`config.mk`:
```
export PLATFORM = sky130hd
export DESIGN_NAME = display_scan_decoder
export DESIGN_NICKNAME = d
export VERILOG_FILES = /design/src/rtl/display_scan_decoder_pkg.sv /design/src/rtl/display_scan_decoder_aux_seg_decode.sv /design/src/rtl/display_scan_decoder.sv
export SDC_FILE = /design/constraint.sdc
export NUM_CORES = 1
export LEC_CHECK = 0
export CORE_MARGIN = 1
export CORE_UTILIZATION = 54
export DETAILED_ROUTE_END_ITERATION = 10
export DONT_BUFFER_PORTS = 1
export PLACE_DENSITY = 0.66
export SYNTH_ARGS = -nofsm -noshare
export SYNTH_HDL_FRONTEND = slang
export SYNTH_HIERARCHICAL = 1
export SYNTH_SLANG_ARGS = --single-unit
export TNS_END_PERCENT = 20
```
`constraint.sdc`:
```
create_clock -name clk -period 9.75 [get_ports clk]
set_input_delay 1.4625 -clock clk [delete_from_list [all_inputs] [get_ports clk]]
set_output_delay 1.4625 -clock clk [all_outputs]
set_load 0.05 [all_outputs]
```
`src/rtl/display_scan_decoder_pkg.sv`:
```
// Shared constants for the multiplexed seven-segment display path: digit count,
// segment bit positions and the hex-to-segment encoding table.
package display_scan_decoder_pkg;

    localparam int unsigned NumDigits = 8;
    localparam int unsigned SegDpBit  = 7;
    localparam int unsigned SegGBit   = 6;
    localparam int unsigned SegABit   = 0;

    typedef struct packed {
        logic [3:0] nibble;
        logic       dp;
        logic       err;
    } digit_slot_t;

    // Active-high {g,f,e,d,c,b,a} pattern for each hex digit.
    function automatic logic [6:0] seg_encode(input logic [3:0] nibble);
        logic [6:0] pat;
        case (nibble)
            4'h0: pat = 7'h3F;
            4'h1: pat = 7'h06;
            4'h2: pat = 7'h5B;
            4'h3: pat = 7'h4F;
            4'h4: pat = 7'h66;
            4'h5: pat = 7'h6D;
            4'h6: pat = 7'h7D;
            4'h7: pat = 7'h07;
            4'h8: pat = 7'h7F;
            4'h9: pat = 7'h6F;
            4'hA: pat = 7'h77;
            4'hB: pat = 7'h7C;
            4'hC: pat = 7'h39;
            4'hD: pat = 7'h5E;
            4'hE: pat = 7'h79;
            default: pat = 7'h71;
        endcase
        return pat;
    endfunction

endpackage

```
`src/rtl/display_scan_decoder_aux_seg_decode.sv`:
```
// Combinational inverse of the segment table: active-high pattern in, nibble out,
// with an invalid flag for patterns that match no hex digit.
module aux_seg_decode
    import display_scan_decoder_pkg::*;
(
    input  logic [6:0] seg_i,
    output logic [3:0] nibble_o,
    output logic       invalid_o
);

    always_comb begin
        nibble_o  = 4'h0;
        invalid_o = 1'b1;
        for (int unsigned n = 0; n < 16; n++) begin
            if (seg_i == seg_encode(4'(n))) begin
                nibble_o  = 4'(n);
                invalid_o = 1'b0;
            end
        end
    end

endmodule

```
`src/rtl/display_scan_decoder.sv`:
```
// Watches an active-low eight-digit seven-segment scan and recovers the displayed
// 32-bit hex word, one frame per complete set of stable digit captures.
module display_scan_decoder
    import display_scan_decoder_pkg::*;
#(
    parameter int unsigned SyncStages   = 2,
    parameter int unsigned StableCycles = 16
) (
    input  logic        clk,
    input  logic        rst_n,
    input  logic [7:0]  seg_n,
    input  logic [7:0]  an_n,
    output logic [31:0] data,
    output logic [7:0]  dp,
    output logic        frame_valid,
    output logic        frame_err,
    output logic        data_changed
);

    localparam int unsigned     CntW   = $clog2(StableCycles + 1);
    localparam logic [CntW-1:0] CntMax = CntW'(StableCycles);
    localparam logic [CntW-1:0] CntOne = CntW'(1);

    localparam logic [1:0] StIdle   = 2'd0;
    localparam logic [1:0] StSettle = 2'd1;
    localparam logic [1:0] StHeld   = 2'd2;

    logic [7:0] s_seg, s_an;

    if (SyncStages == 0) begin : g_no_sync
        assign s_seg = seg_n;
        assign s_an  = an_n;
    end else begin : g_sync
        logic [15:0] sync_q [SyncStages];

        // Reset to all-ones so the synchronizer looks like a blanked display.
        always_ff @(posedge clk or negedge rst_n) begin
            if (!rst_n) begin
                for (int unsigned i = 0; i < SyncStages; i++) sync_q[i] <= '1;
            end else begin
                sync_q[0] <= {seg_n, an_n};
                for (int unsigned i = 1; i < SyncStages; i++) sync_q[i] <= sync_q[i-1];
            end
        end

        assign {s_seg, s_an} = sync_q[SyncStages-1];
    end

    logic [1:0]      state_q, state_d;
    logic [CntW-1:0] cnt_q, cnt_d;
    logic [15:0]     s_prev_q, s_prev_d;
    logic [7:0]      got_q, got_d;
    digit_slot_t [NumDigits-1:0] shadow_q, shadow_d;
    logic [31:0]     data_q, data_d;
    logic [7:0]      dp_q, dp_d;
    logic            frame_valid_q, frame_valid_d;
    logic            frame_err_q, frame_err_d;
    logic            data_changed_q, data_changed_d;

    logic       legal, same, capture, emit;
    logic [2:0] dig_idx;
    logic [3:0] dec_nibble;
    logic       dec_invalid;

    aux_seg_decode u_seg_decode (
        .seg_i     (~s_seg[SegGBit:SegABit]),
        .nibble_o  (dec_nibble),
        .invalid_o (dec_invalid)
    );

    assign legal = ($countones(~s_an) == 1);
    assign same  = ({s_seg, s_an} == s_prev_q);

    always_comb begin
        dig_idx = 3'd0;
        for (int unsigned i = 0; i < NumDigits; i++) begin
            if (!s_an[i]) dig_idx = 3'(i);
        end
    end

    // Stability FSM: a select must be seen StableCycles times in a row to capture.
    always_comb begin
        state_d  = state_q;
        cnt_d    = cnt_q;
        capture  = 1'b0;
        s_prev_d = {s_seg, s_an};
        if (!legal) begin
            state_d = StIdle;
            cnt_d   = '0;
        end else if (!(state_q == StHeld && same)) begin
            if (state_q != StSettle || !same) begin
                cnt_d = CntOne;
            end else begin
                cnt_d = (cnt_q == CntMax) ? cnt_q : cnt_q + CntOne;
            end
            if (cnt_d == CntMax) begin
                capture = 1'b1;
                state_d = StHeld;
            end else begin
                state_d = StSettle;
            end
        end
    end

    // Frame assembly; a capture in the emit cycle lands in the new frame.
    always_comb begin
        emit           = (got_q == 8'hFF);
        got_d          = emit ? 8'h00 : got_q;
        shadow_d       = shadow_q;
        data_d         = data_q;
        dp_d           = dp_q;
        frame_err_d    = frame_err_q;
        frame_valid_d  = emit;
        data_changed_d = 1'b0;
        if (emit) begin
            frame_err_d = 1'b0;
            for (int unsigned i = 0; i < NumDigits; i++) begin
                data_d[4*i +: 4] = shadow_q[i].nibble;
                dp_d[i]          = shadow_q[i].dp;
                frame_err_d      = frame_err_d | shadow_q[i].err;
                shadow_d[i].err  = 1'b0;
            end
            data_changed_d = (data_d != data_q);
        end
        if (capture) begin
            got_d[dig_idx]    = 1'b1;
            shadow_d[dig_idx] = '{nibble: dec_nibble, dp: ~s_seg[SegDpBit], err: dec_invalid};
        end
    end

    always_ff @(posedge clk or negedge rst_n) begin
        if (!rst_n) begin
            state_q        <= StIdle;
            cnt_q          <= '0;
            s_prev_q       <= '1;
            got_q          <= '0;
            shadow_q       <= '0;
            data_q         <= '0;
            dp_q           <= '0;
            frame_valid_q  <= 1'b0;
            frame_err_q    <= 1'b0;
            data_changed_q <= 1'b0;
        end else begin
            state_q        <= state_d;
            cnt_q          <= cnt_d;
            s_prev_q       <= s_prev_d;
            got_q          <= got_d;
            shadow_q       <= shadow_d;
            data_q         <= data_d;
            dp_q           <= dp_d;
            frame_valid_q  <= frame_valid_d;
            frame_err_q    <= frame_err_d;
            data_changed_q <= data_changed_d;
        end
    end

    assign data         = data_q;
    assign dp           = dp_q;
    assign frame_valid  = frame_valid_q;
    assign frame_err    = frame_err_q;
    assign data_changed = data_changed_q;

endmodule

```
==> summary.json <==
{
  "status": "completed",
  "nets": 597,
  "clkTransAtPathRegs_ns": 0.06,
  "antennaDiodeCount": 0,
  "netSwitchingPower_w": 0.000292,
  "timing.final.max_slew_violations": 0,
  "netlist_instances": 574,
  "max_slew.worst_pin.slew_ns": 1.19,
  "drive_gt1_share_pct": 21.6,
  "power.clock.fraction_pct": 47.6,
  "grt.overflow.total": 0,
  "leakagePower_nw": 3.47,
  "part_of_the_total_power_dissipated_in_sequential_elements_pct": 48.4,
  "synth_cell_types": 60,
  "fin_clk_skew_ns": 0.00859,
  "remaining_drc_errors": 0,
  "gr_util_all_layers_pct": 22.3,
  "finalSetupTns_ns": 0,
  "clk_root_buffer_cell": "clkbuf_16",
  "antenna_left": 0,
  "placementRows": 40,
  "final_period_minus_worst_setup_slack_ns": 4.87,
  "post_synth_net_total": 601,
  "crit_slowest_cell": "nor4b_4",
  "worstSetupStartpointType": "register",
  "swShare_pct": 21.0,
  "port-buffer-count": 0,
  "fp.dieArea_mm2": 0.0129,
  "post_drt_wl_per_cell_um": 17.1,
  "clock-sinks": 154,
  "route.final.wire_length_um": 12900,
  "timing.critical_path.slowest_cell_delay_ns": 0.70,
  "timing.critical_path.fanout_max": 13,
  "synth_top_area_cell": "dfrtp_1",
  "worst-endpoint-required_ns": 10.05,
  "setup_repair_after_global_routing_missed_its_margin": "false",
  "dp_slack_ns": 4.88,
  "cts_hold_buffers": 0,
  "synthesis.area_per_instance_um2": 11.7,
  "maximum_number_of_pins_on_one_net_before_global_route_repair": 155,
  "internal_power_w": 0.00110,
  "final_min_period_over_clock_period_pct": 50.0,
  "post_dp_cell_area_mm2": 0.00678,
  "synthFlopType": "dfrtp_1",
  "yosysSeqAreaShare_pct": 58.2,
  "timing.critical_path.arrival_ns": 5.18,
  "ys_top_cells_by_area": "dfrtp_1 (39%), dfstp_2 (19%), xnor2_1 (6.9%)",
  "cts-buffers-inserted": 17,
  "initial_antenna_violation_count": 0,
  "global_route_wire_length_before_repair_um": 21500,
  "p_per_area_mw_per_mm2": 188,
  "finalWeightedCongestion": 0.755,
  "initial_cell_density_of_the_core_pct": 55.8,
  "post-route-worst-setup-slack_ns": 4.88,
  "synth.cells.most_frequent": "nand2_1 (123), dfrtp_1 (106), xnor2_1 (53), dfstp_2 (48), inv_1 (34)",
  "chipHeight_um": 114,
  "worst_setup_path_end_kind": "register",
  "path_cells": "fa_1 > inv_1 > fa_1 > fa_1 > ha_1 > inv_1 > fa_1 > a2111oi_0 > o211ai_1 > nand2b_1 > nor4b_4 > mux2_2",
  "synthMostInstantiatedCell": "nand2_1",
  "postCtsSetupRepairBufs": 0,
  "cap_viol_max_count": 0,
  "postLayoutCellArea_mm2": 0.00739,
  "hold_violations": 0,
  "timing_worst_setup_path_type": "register to register",
  "core_region_area_mm2": 0.0121,
  "worst_skew_pair.late_latency_ns": 0.42,
  "ys_warn_count": 6,
  "routed-via-count": 4041,
  "combinational_power_share_pct": 4.0,
  "report.final.setup_viol": 0,
  "max_freq_mhz": 205,
  "critical-path-top-delay-family": "adder cells",
  "synth_enable_flop_cells": 0,
  "netlist.area_leader.share_pct": 39.4,
  "cts_resized": 0,
  "synthToLayoutAreaGrowth_pct": 9.82,
  "finalPower_w": 0.00139,
  "bufs_on_longest_clock_path": 2,
  "first_global_vias": 4114,
  "ffs_latches_synth": 154,
  "tritoncts": "built",
  "floorplan.die.width_um": 114,
  "slew_headroom_pct": 20.3,
  "drt_first_pass_iters": 4,
  "cts.htree.levels": 4,
  "detailed_place_hpwl_um": 8430,
  "critical_path.n_buffers_inverters": 2,
  "ir_drop_v": 0.000100,
  "io_pins": 61,
  "drt_iter0_drc": 319,
  "most_frequent_cell_on_the_critical_path": "fa_1",
  "vias_per_cell": 5.38,
  "share_of_flip_flops_with_an_asynchronous_set_or_reset_pct": 100,
  "worst_hold_path_type": "register to register",
  "post_synth_design_cell_area_mm2": 0.00673
}
==> kinds of logic (layout without fill, tap and decap cells) <==
family	after synthesis	after routing	synth area share [%]
mux	48	48	7.96
fa+ha+maj	9	9	2.12
compound gates	44	44	4.52
xor+xnor	54	54	7.03
flops	154	154	58.2
simple gates	206	206	15.9
buf+inv	59	68	4.32
==> worst paths after layout <==
check / from / endpoint / cells past startpoint / slack [ns]
setup / recovery: s_prev_d[3]$_DFF_PN1_ / shadow_q[27]$_DFFE_PN0P_ / 12 / 4.88
hold / removal: g_sync.sync_q[24]$_DFF_PN1_ / s_prev_d[8]$_DFF_PN1_ / 0 / 0.35
max in group asynchronous: rst_n / s_prev_q[3]$_DFF_PN1_ / 0 / 8.65
hold reg to reg: g_sync.sync_q[24]$_DFF_PN1_ / s_prev_d[8]$_DFF_PN1_ / 0 / 0.35
min in group asynchronous: rst_n / cnt_q[4]$_DFFE_PN0P_ / 0 / 0.75
setup reg to reg: s_prev_d[3]$_DFF_PN1_ / shadow_q[27]$_DFFE_PN0P_ / 12 / 4.88
==> cell type report <==
class,instances,area (um2)
sequential,154,3910
tap,168,210
timing repair buffer,1,7.51
inverter,35,131
fill,950,4680
multi-input combinational,361,2520
clock buffer,20,457
clock inverter,12,145
==> per-stage QoR <==
step	instances	utilization, %	hold WS (ns)
final	751	61.2	0.354
after CTS	751	61.2	0.355
after detailed placement	719	56.2	0.347
after floorplan	574	-	0.345
after global placement	719	56.2	0.347
after global routing	751	61.2	0.357
==> routing by layer <==
layer	vias up	global-route usage, %	wire, um	share of wire (%)
met4	0	8.07	174	1.4
met1	2026	31.1	5980	47
met2	112	33.7	6030	47
met3	14	5.95	670	5.2
met5	-	0	0	0
li1	1889	-	-	-
==> power by group through the flow <==
stage / Combinational (W) / Clock, W / Sequential (W)
final: 0.0000554 / 0.000662 / 0.000673
after global routing: 0.0000628 / 0.000701 / 0.000674
after CTS: 0.0000553 / 0.000676 / 0.000673
after detailed placement: 0.0000548 / 0 / 0.000683
after global placement: 0.0000519 / 0 / 0.000683
after floorplan: 0.0000473 / 0 / 0.000679
==> worst register-to-register path, cell delays in order (launching register included) <==
cell       delay, ns
dfstp_2         0.59
fa_1            0.43
inv_1           0.08
fa_1            0.42
fa_1            0.49
ha_1            0.16
inv_1           0.05
fa_1            0.37
a2111oi_0       0.33
o211ai_1        0.19
nand2b_1        0.53
nor4b_4         0.71
mux2_2          0.41
==> state kept, by name, indices dropped and copies added (netlist names) <==
name / flops
frame_err: 1
dp: 8
got_q: 8
data: 32
g_sync.sync_q: 16
frame_valid: 1
shadow_q: 48
state_q: 2
s_prev_q: 16
s_prev_d: 16
data_changed: 1
cnt_q: 5
==> cell usage in the layout (no fill, tap or decap), drive strengths merged, types with 10 or more instances in the layout <==
| cell | count |
|---|---|
| mux2 | 32 |
| nor4 | 10 |
| nor2 | 11 |
| nand2 | 123 |
| clkbuf | 20 |
| o21ai | 12 |
| dfstp | 48 |
| mux2i | 16 |
| xnor2 | 53 |
| inv | 35 |
| dfrtp | 106 |
| nand4 | 17 |
(Power assumes the default switching activity.)
